**src/rtl/instr_encoder.sv**
```systemverilog
// RV32I field-tuple encoder: range-checks the immediate, packs the word
// and writes it sequentially into a word-addressed program memory.
module instr_encoder #(
    parameter int          ADDR_W    = 8,
    parameter logic [31:0] BASE_ADDR = 32'h0000_0000
) (
    input  logic              clk,
    input  logic              i_rst,
    input  logic              i_clear,
    input  logic              i_valid,
    output logic              o_ready,
    input  logic [2:0]        i_fmt,
    input  logic [6:0]        i_opcode,
    input  logic [2:0]        i_funct3,
    input  logic [6:0]        i_funct7,
    input  logic [4:0]        i_rd,
    input  logic [4:0]        i_rs1,
    input  logic [4:0]        i_rs2,
    input  logic [31:0]       i_imm,
    output logic              o_we,
    input  logic              i_mem_ack,
    output logic [31:0]       o_addr,
    output logic [31:0]       o_instr,
    output logic [ADDR_W:0]   o_count,
    output logic              o_full,
    output logic              o_err
);

    typedef enum logic [1:0] {
        IDLE,
        ENC,
        WR,
        FULL
    } state_t;

    typedef struct packed {
        logic [2:0]  fmt;
        logic [6:0]  opcode;
        logic [2:0]  funct3;
        logic [6:0]  funct7;
        logic [4:0]  rd;
        logic [4:0]  rs1;
        logic [4:0]  rs2;
        logic [31:0] imm;
    } tuple_t;

    localparam logic [ADDR_W:0] DEPTH = {1'b1, {ADDR_W{1'b0}}};
    localparam logic [ADDR_W:0] ONE   = {{ADDR_W{1'b0}}, 1'b1};

    state_t             state;
    state_t             state_nxt;
    tuple_t             t;
    logic [ADDR_W:0]    count;
    logic [ADDR_W:0]    count_inc;
    logic [31:0]        instr;
    logic               err;
    logic [31:0]        word;
    logic               bad;
    logic signed [31:0] simm;

    assign simm      = t.imm;
    assign count_inc = count + ONE;

    always_comb begin
        word = '0;
        bad  = 1'b0;
        case (t.fmt)
            3'd0: word = {t.funct7, t.rs2, t.rs1, t.funct3, t.rd, t.opcode};
            3'd1: begin
                word = {t.imm[11:0], t.rs1, t.funct3, t.rd, t.opcode};
                bad  = (simm < -32'sd2048) || (simm > 32'sd2047);
            end
            3'd2: begin
                word = {t.imm[11:5], t.rs2, t.rs1, t.funct3,
                        t.imm[4:0], t.opcode};
                bad  = (simm < -32'sd2048) || (simm > 32'sd2047);
            end
            3'd3: begin
                word = {t.imm[12], t.imm[10:5], t.rs2, t.rs1, t.funct3,
                        t.imm[4:1], t.imm[11], t.opcode};
                bad  = (simm < -32'sd4096) || (simm > 32'sd4094) || t.imm[0];
            end
            3'd4: begin
                word = {t.imm[31:12], t.rd, t.opcode};
                bad  = (t.imm[11:0] != 12'd0);
            end
            3'd5: begin
                word = {t.imm[20], t.imm[10:1], t.imm[11], t.imm[19:12],
                        t.rd, t.opcode};
                bad  = (simm < -32'sd1048576) || (simm > 32'sd1048574)
                       || t.imm[0];
            end
            default: bad = 1'b1;
        endcase
    end

    always_comb begin
        state_nxt = state;
        if (i_clear) begin
            state_nxt = IDLE;
        end else begin
            unique case (state)
                IDLE: if (i_valid) state_nxt = ENC;
                ENC:  state_nxt = bad ? IDLE : WR;
                WR: begin
                    if (i_mem_ack)
                        state_nxt = (count_inc == DEPTH) ? FULL : IDLE;
                end
                FULL: state_nxt = FULL;
                default: state_nxt = IDLE;
            endcase
        end
    end

    always_ff @(posedge clk or negedge i_rst) begin
        if (!i_rst) state <= IDLE;
        else        state <= state_nxt;
    end

    // Clear aborts any tuple in flight but leaves the last written word visible.
    always_ff @(posedge clk or negedge i_rst) begin
        if (!i_rst) begin
            t     <= '0;
            count <= '0;
            instr <= '0;
            err   <= 1'b0;
        end else begin
            err <= 1'b0;
            if (i_clear) begin
                count <= '0;
            end else begin
                if (state == IDLE && i_valid)
                    t <= {i_fmt, i_opcode, i_funct3, i_funct7,
                          i_rd, i_rs1, i_rs2, i_imm};
                if (state == ENC) begin
                    if (bad) err   <= 1'b1;
                    else     instr <= word;
                end
                if (state == WR && i_mem_ack)
                    count <= count_inc;
            end
        end
    end

    assign o_ready = (state == IDLE);
    assign o_we    = (state == WR);
    assign o_full  = (count == DEPTH);
    assign o_addr  = BASE_ADDR + (32'(count) << 2);
    assign o_instr = instr;
    assign o_count = count;
    assign o_err   = err;

endmodule

```
**config.mk**
```make
export PLATFORM = sky130hd
export DESIGN_NAME = instr_encoder
export DESIGN_NICKNAME = d
export VERILOG_FILES = /design/src/rtl/instr_encoder.sv
export SDC_FILE = /design/constraint.sdc
export NUM_CORES = 1
export LEC_CHECK = 0
export CAP_MARGIN = 20
export CORE_ASPECT_RATIO = 2
export CORE_MARGIN = 2
export CORE_UTILIZATION = 54
export CTS_BUF_LIST = sky130_fd_sc_hd__clkbuf_4 sky130_fd_sc_hd__clkbuf_8
export DETAILED_ROUTE_END_ITERATION = 16
export GPL_ROUTABILITY_DRIVEN = 1
export PLACE_DENSITY = 0.88
export SLEW_MARGIN = 20
export SYNTH_ARGS = -nofsm -noshare
export SYNTH_HDL_FRONTEND = slang
export SYNTH_SLANG_ARGS = --single-unit
```
**constraint.sdc**
```tcl
create_clock -name clk -period 4.3 [get_ports clk]
set_input_delay 1.075 -clock clk [delete_from_list [all_inputs] [get_ports clk]]
set_output_delay 1.075 -clock clk [all_outputs]
set_load 0.01 [all_outputs]
```
**After elaboration in Yosys (flattened, before gate mapping)**

Index checks and enable logic that the tools add are counted.

- Add/subtract/negate cells: 1
- Order comparisons: 6
- Eq/ne operators: 12
- Multiplexer cells: 13
- Bitwise gates (word level): 2
- Reductions and logical operators: 15

Operator list:

| operator | number |
|---|---|
| $pmux W32 S6 | 1 |
| $gt A32 B12 Y1 const B | 1 |
| $gt A32 B13 Y1 const B | 1 |
| $gt A32 B21 Y1 const B | 1 |
| $lt A32 B12 Y1 const B | 1 |
| $lt A32 B13 Y1 const B | 1 |
| $lt A32 B21 Y1 const B | 1 |
| $eq A9 B9 Y1 const B | 2 |
| $mux W9 | 2 |
| $reduce_bool A12 Y1 | 1 |
| $mux W2 | 5 |
| $add A9 B1 Y9 const B | 1 |
| $pmux W2 S4 | 1 |
| $eq A3 B2 Y1 const B | 2 |
| $eq A3 B3 Y1 const B | 2 |
| $logic_or A1 B1 Y1 | 5 |
| $pmux W1 S5 | 1 |
| $eq A2 B2 Y1 const B | 2 |
| $reduce_and A2 Y1 | 2 |
| $eq A3 B1 Y1 const B | 1 |
| $logic_not A3 Y1 | 1 |
| $mux W1 | 3 |
| $ne A3 B2 Y1 const B | 1 |
| $ne A3 B3 Y1 const B | 1 |
| other kinds (7) | 9 |

- Bits in registers: 111
- Input port bits: 72
- Output and inout bits: 77
- Logic and storage cells: 61

**Logic depth before layout (Yosys ltp)**

Gate-level depths: netlist of run 1.

- Word-level depth: 7
- Depth in mapped cells: 9
- Depth with buffers taken out: 7

**Least setup slack after synthesis of run 1**

OpenSTA, ideal clock, no wires.

- Kind: register to output
- Start point: register count[5], in the netlist o_count[5]
- End point: output port o_full
- Arrival: 1.468 ns
- Slack: 1.757 ns
- Cell stages (with the launch flop): 4
- Buffers on the path: 1
- Cell sequence: dfrtp_1 -> clkbuf_1 -> or4_1 -> nor4_1

- Word-level cells in the longest chain between the ends: 1

RTL lines:

| item | line | text |
|---|---|---|
| start: declaration | 53 | `logic [ADDR_W:0] count;` |
| start signal: assignment | 140 | `count <= count_inc;` |
| $eq A9 B9 Y1 | 147 | `assign o_full = (count == DEPTH);` |
| end: declaration | 25 | `output logic o_full,` |

No other way between the ends.

**Final worst setup path of run 1**

- Start point: register count[3], in the netlist o_count[3]
- End point: output port o_full

The elaborated chain is that of the path after synthesis.

==> results of run 1 <==
==> cell usage after synthesis, drive strengths merged, types with 10 or more instances <==
cell / count
a21oi: 17
buf: 38
clkbuf: 23
dfrtp: 111
inv: 24
mux2: 80
mux2i: 15
nand2: 52
nor2: 23
o21ai: 37
xor2: 10
==> power breakdown <==
part / total [mW] / switching, mW / internal, mW / leakage (nW)
combinational: 1.20 / 0.504 / 0.701 / 1.63
sequential: 1.62 / 0.277 / 1.35 / 1.36
clock: 0.581 / 0.351 / 0.230 / 0.0929
==> worst min path at each step <==
stage	endpoint	depth (start not counted)	start	slack, ps
5_1_grt	t[52]$_DFFE_PN0P_	1	t[52]$_DFFE_PN0P_	540
4_1_cts	t[53]$_DFFE_PN0P_	1	t[53]$_DFFE_PN0P_	520
3_3_place_gp	t[57]$_DFFE_PN0P_	1	t[57]$_DFFE_PN0P_	490
2_1_floorplan	t[47]$_DFFE_PN0P_	1	t[47]$_DFFE_PN0P_	480
6_report	t[53]$_DFFE_PN0P_	1	t[53]$_DFFE_PN0P_	520
3_5_place_dp	o_instr[25]$_DFFE_PN0P_	1	o_instr[25]$_DFFE_PN0P_	490
==> state kept, by name (all words and copies together), names as in the netlist <==
name	cells
o_count	9
o_err	1
o_instr	32
simm	32
state	2
t	35
==> worst max-delay path, delay by kind of cell (launching register included) <==
kind	cells	cell delay, ps
buffers and inverters	1	580
flip-flops	1	490
AND/OR/NAND/NOR	2	770
==> stage by stage <==
step | utilization (%) | cell area [sq um]
6_report | 68.8 | 6890
5_1_grt | 68.8 | 6890
4_1_cts | 68.7 | 6890
3_5_place_dp | 66.9 | 6710
3_3_place_gp | 66.9 | 6710
2_1_floorplan | - | 5610
==> metal layers <==
layer  vias up  global-route usage, %  routed length (um)
met5         -                      0                   0
met4         0                   12.8                 650
met3        45                   5.49                 818
met2       190                   42.0                6990
met1      1994                   26.9                4590
li1       1854                      -                   -
==> final cells by class <==
| class | instances | area (sq um) |
|---|---|---|
| sequential | 111 | 2780 |
| timing repair buffer | 132 | 1310 |
| clock inverter | 5 | 43.8 |
| tap | 135 | 169 |
| inverter | 24 | 90.1 |
| multi-input combinational | 326 | 2370 |
| fill | 784 | 3130 |
| clock buffer | 10 | 138 |
==> cells by family (layout without fill, tap and decap cells) <==
family | count (synthesis) | in the layout | share of synthesized area, %
AOI/OAI and AO/OA | 70 | 70 | 7.44
xor gates and xnor gates | 12 | 12 | 1.90
adders and majority gates | 3 | 3 | 0.679
buffers and inverters | 85 | 171 | 8.48
DFF | 111 | 111 | 50.2
muxes | 95 | 95 | 20.5
other | 1 | 23 | 0.0678
and+or+nand+nor | 123 | 123 | 10.7
==> cells in the final DEF, fill, tap and decap left out, types with 2 or more instances in the layout <==
| master | count |
|---|---|
| nor3_1 | 2 |
| dfrtp_1 | 111 |
| ha_1 | 3 |
| nand2b_1 | 4 |
| nor4_1 | 9 |
| nor2b_1 | 8 |
| clkinv_4 | 4 |
| nand2_1 | 52 |
| conb_1 | 23 |
| mux2_2 | 58 |
| nor2_1 | 23 |
| a21oi_1 | 17 |
| clkdlybuf4s50_1 | 124 |
| and3_1 | 4 |
| a22oi_1 | 5 |
| xnor2_1 | 2 |
| o21ai_0 | 37 |
| clkbuf_8 | 10 |
| inv_1 | 24 |
| nand3_1 | 6 |
| o221ai_1 | 2 |
| xor2_1 | 10 |
| mux2_4 | 22 |
| mux2i_1 | 15 |
| nand4_1 | 9 |
| buf_4 | 7 |
==> flow_summary.ini, run 1 <==
[placed_design]
pre_cts_ws_ps = 883
gp_congestion = 0.856
port_buffers = 125
hpwl_mm = 9.62
dp.cells = 728

[floorplanning]
io_pins = 149
dieArea_sq_um = 11100
fp.dieH_um = 147
die_w_um = 75.6
row_count = 52
coreArea_sq_um = 10000
initial_core_util_pct = 55.2

[clock_tree]
cts_root_buf = clkbuf_8
hold_buffers = 0
clk_pin_slew_worst_paths_ps = 100
cts_setup_buffers = 0
clock_latency_ps = 380
cts_resized = 0
htree_levels = 3
cts_tree = yes
clock-sinks = 111
cts.path.max_buffers = 2
cts_buffers = 9

[setup_path]
r2r-end = o_instr[13]$_DFFE_PN0P_
crit_path_end_kind = primary output
critPathSlowestCell = clkdlybuf4s50_1
cp_max_fo = 8
required_ps = 3220
reg2reg_slack_ps = 1300
crit_end = o_full
arrival_ps = 2210
cpPeakStageDelay_ps = 580
crit_chain = or4_1 -> nor4_1 -> clkdlybuf4s50_1
cp-startpoint = o_count[3]$_DFFE_PN0P_
worstSetupPathType = flop to primary output
start_kind = flop
reg2reg_depth = 6
r2r-start = t[65]$_DFFE_PN0P_

[synth]
synth_top_flop_cell = dfrtp_1
syn_area_sq_um = 5530
synth_area_leader_cell = dfrtp_1
async_flop_share_pct = 100
post_synth_num_cell_types = 40
yosys-top-cells-area = dfrtp_1 (50%), mux2_2 (12%), mux2_4 (6.0%), buf_4 (4.6%), nand2_1 (3.5%)
syn_area_per_cell_sq_um = 11.1
netlist_instances = 500
synth-edff-count = 0
ys_seq_area_share_pct = 50.2
yosysTopAreaCellShare_pct = 50.2
yosysWarnings = 0
synth_seq_cells = 111

[cells_and_area]
area_delta_synth_final_pct = 24.6
layout-drive-gt1-share_pct = 17.6
diodes = 0
finalNonFillerCells = 743
final_nets = 679

[routing]
viasPerCell = 5.50
totalWireLength_mm = 13.0
drtIter0Drc = 213
dr.pass1.iters = 6
wire_per_inst_um = 17.6
num_vias = 4083
antenna_left = 0
remaining_drc_errors = 0

[timing]
tightest_slew_ps = 867
totalNegativeSetupSlack_ps = 0
setup_viol = 0
timing.fmax_ghz = 0.304
rsz0062_at_grt = false
hold_viol_final = 0
finClkSkew_ps = 10.7
post-route-min-period_ps = 3290
relSlewSlack_pct = 42.2
layout_setup_ws_ps = 1010
timing.final.crit_share_pct = 76.5
slew_violations = 0
whs_ps = 517

[global_route]
track_usage_pct = 24.4
grt-ovfl-total = 0
antenna_found_initial = 0
grt_pass1_vias = 4251
grt_start_max_net_pins = 88
grt_pass1_wl_mm = 20.4

[outcome]
status = complete, no violations

[power]
p_leak_nw = 3.08
finalPower_mw = 3.41
powerDensity_nw_per_um2 = 495
peakVddDrop_mv = 0.265

[hold_path]
hold_path_class = flop to flop

[run]
maxCapViolCount = 0
(Power assumes the default switching activity.)
==> run 2: changes to the inputs <==
--- a/config.mk
+++ b/config.mk
@@ -8,11 +8,11 @@
 export CAP_MARGIN = 20
 export CORE_ASPECT_RATIO = 2
 export CORE_MARGIN = 2
-export CORE_UTILIZATION = 54
+export CORE_UTILIZATION = 45
 export CTS_BUF_LIST = sky130_fd_sc_hd__clkbuf_4 sky130_fd_sc_hd__clkbuf_8
 export DETAILED_ROUTE_END_ITERATION = 16
 export GPL_ROUTABILITY_DRIVEN = 1
-export PLACE_DENSITY = 0.88
+export PLACE_DENSITY = 0.78
 export SLEW_MARGIN = 20
 export SYNTH_ARGS = -nofsm -noshare
 export SYNTH_HDL_FRONTEND = slang
==> constraint.sdc (replaced) <==
create_clock -name clk -period 3 [get_ports clk]
set_input_delay 0.75 -clock clk [delete_from_list [all_inputs] [get_ports clk]]
set_output_delay 0.75 -clock clk [all_outputs]
set_load 0.01 [all_outputs]
==> flow_summary.ini, run 2 (synthesized netlist as in run 1, its figures left out) <==
[placed_design]
gp_congestion = 0.854
dpl-instance-area_sq_um = 6780
pre_cts_ws_ps = 443
hpwl_mm = 10.0
port_buffers = 125

[routing]
wire_per_inst_um = 17.7
dr.pass1.iters = 4
antenna_left = 0
totalWireLength_mm = 13.4
num_vias = 4045
remaining_drc_errors = 0
viasPerCell = 5.34
drtIter0Drc = 228

[floorplanning]
initial_core_util_pct = 45.9
fp.dieH_um = 161
dieArea_sq_um = 13200
row_count = 57
die_w_um = 82.4
io_pins = 149
coreArea_sq_um = 12100

[setup_path]
worstSetupPathType = flop to primary output
start_kind = flop
required_ps = 2250
reg2reg_slack_ps = 560
critical_path_buf_inv_count = 1
crit_chain = or4_1 -> nor4_1 -> dlygate4sd2_1
critPathSlowestCell = or4_1
path_delay_family = simple AND/OR/NAND/NOR gates
arrival_ps = 1930
cpPeakStageDelay_ps = 550
cp_max_fo = 8
crit_path_end_kind = primary output

[power]
power_frac_clock_pct = 18.4
internal_power_mw = 3.39
p_switching_mw = 1.59
powerDensity_nw_per_um2 = 713
peakVddDrop_mv = 0.373
p_leak_nw = 3.12
comb_power_share_pct = 35.3
seqPwrFrac_pct = 46.3
p_sw_share_pct = 32.0

[clock_tree]
hold_buffers = 0
cts_buffers = 9
cts_tree = yes
clk_pin_slew_worst_paths_ps = 100
clock-sinks = 111
htree_levels = 3
cts_root_buf = clkbuf_8
clock_latency_ps = 370
cts.path.max_buffers = 2

[cells_and_area]
layout_commonest_cell = clkdlybuf4s50_1
finalInstanceArea_sq_um = 6980
largest_reg_flops = 35
layout-drive-gt1-share_pct = 18.0
area_delta_synth_final_pct = 26.2
final_nets = 682
top_register = t
diodes = 0
final_cell_mix = clkdlybuf4s50_1 (123), dfrtp_1 (111), mux2_2 (58)

[global_route]
grt_start_max_net_pins = 81
antenna_found_initial = 0
grt_pass1_vias = 4188
grt_pass1_wl_mm = 21.3
grt-ovfl-total = 0
track_usage_pct = 21.3

[timing]
layout_setup_ws_ps = 319
timing.fmax_ghz = 0.373
rsz0062_at_grt = false
totalNegativeSetupSlack_ps = 0
slew_violations = 0
post-route-min-period_ps = 2680
relSlewSlack_pct = 57.7
finClkSkew_ps = 7.97
timing.final.crit_share_pct = 89.4
hold_viol_final = 0
setup_viol = 0
tightest_slew_ps = 634

[outcome]
status = complete, no violations

[hold_path]
hold_path_class = input pin to async pin

[run]
maxCapViolCount = 0
## run 2: worst paths after layout
check,from,to,depth (start not counted)
max in group asynchronous,i_rst,simm[0]$_DFFE_PN0P_,2
hold / removal,i_rst,o_count[8]$_DFFE_PN0P_,1
min in group clk,t[60]$_DFFE_PN0P_,t[60]$_DFFE_PN0P_,1
setup reg to reg,simm[18]$_DFFE_PN0P_,o_instr[29]$_DFFE_PN0P_,7
hold reg to reg,t[60]$_DFFE_PN0P_,t[60]$_DFFE_PN0P_,1
setup / recovery,o_count[3]$_DFFE_PN0P_,o_full,3
## run 2: power by group through the flow
stage / Clock, mW / Sequential [mW] / Combinational, mW
3_5_place_dp: 0 / 2.33 / 1.77
3_3_place_gp: 0 / 2.31 / 1.72
5_1_grt: 1.01 / 2.35 / 1.91
4_1_cts: 0.936 / 2.30 / 1.78
6_report: 0.915 / 2.30 / 1.76
2_1_floorplan: 0 / 2.28 / 0.978
## run 2: final cells by class
class / instances / area (sq um)
Timing Repair Buffer: 135 / 1360
Clock inverter: 3 / 42.5
Sequential cell: 111 / 2780
Fill cell: 1016 / 5070
Multi-Input combinational cell: 326 / 2370
Clock buffer: 12 / 159
Tap cell: 147 / 184
Inverter: 24 / 90.1
## run 2: stage by stage
step | hold slack [ps] | instances | power [mW] | util [%]
2_1_floorplan | 454 | 522 | 3.26 | -
3_5_place_dp | 495 | 743 | 4.10 | 56.3
4_1_cts | 407 | 758 | 5.01 | 57.9
5_1_grt | 427 | 758 | 5.27 | 57.9
6_report | 391 | 758 | 4.98 | 57.9
3_3_place_gp | 491 | 743 | 4.03 | 56.3
## run 2: repair_timing
| item | CTS | global route |
|---|---|---|
| gates resized for setup | 1 | 0 |
| endpoints found under the setup margin | 1 | 0 |
| buffers inserted | 0 | 0 |
## run 2: layer usage
layer	global-route usage [%]	up-vias	part of all wire, %	wire [um]
met5	0	-	0	0
met4	11.3	0	4.9	652
met3	4.66	36	5.7	765
met2	37.0	147	54	7220
met1	23.3	1998	36	4760
li1	-	1864	-	-
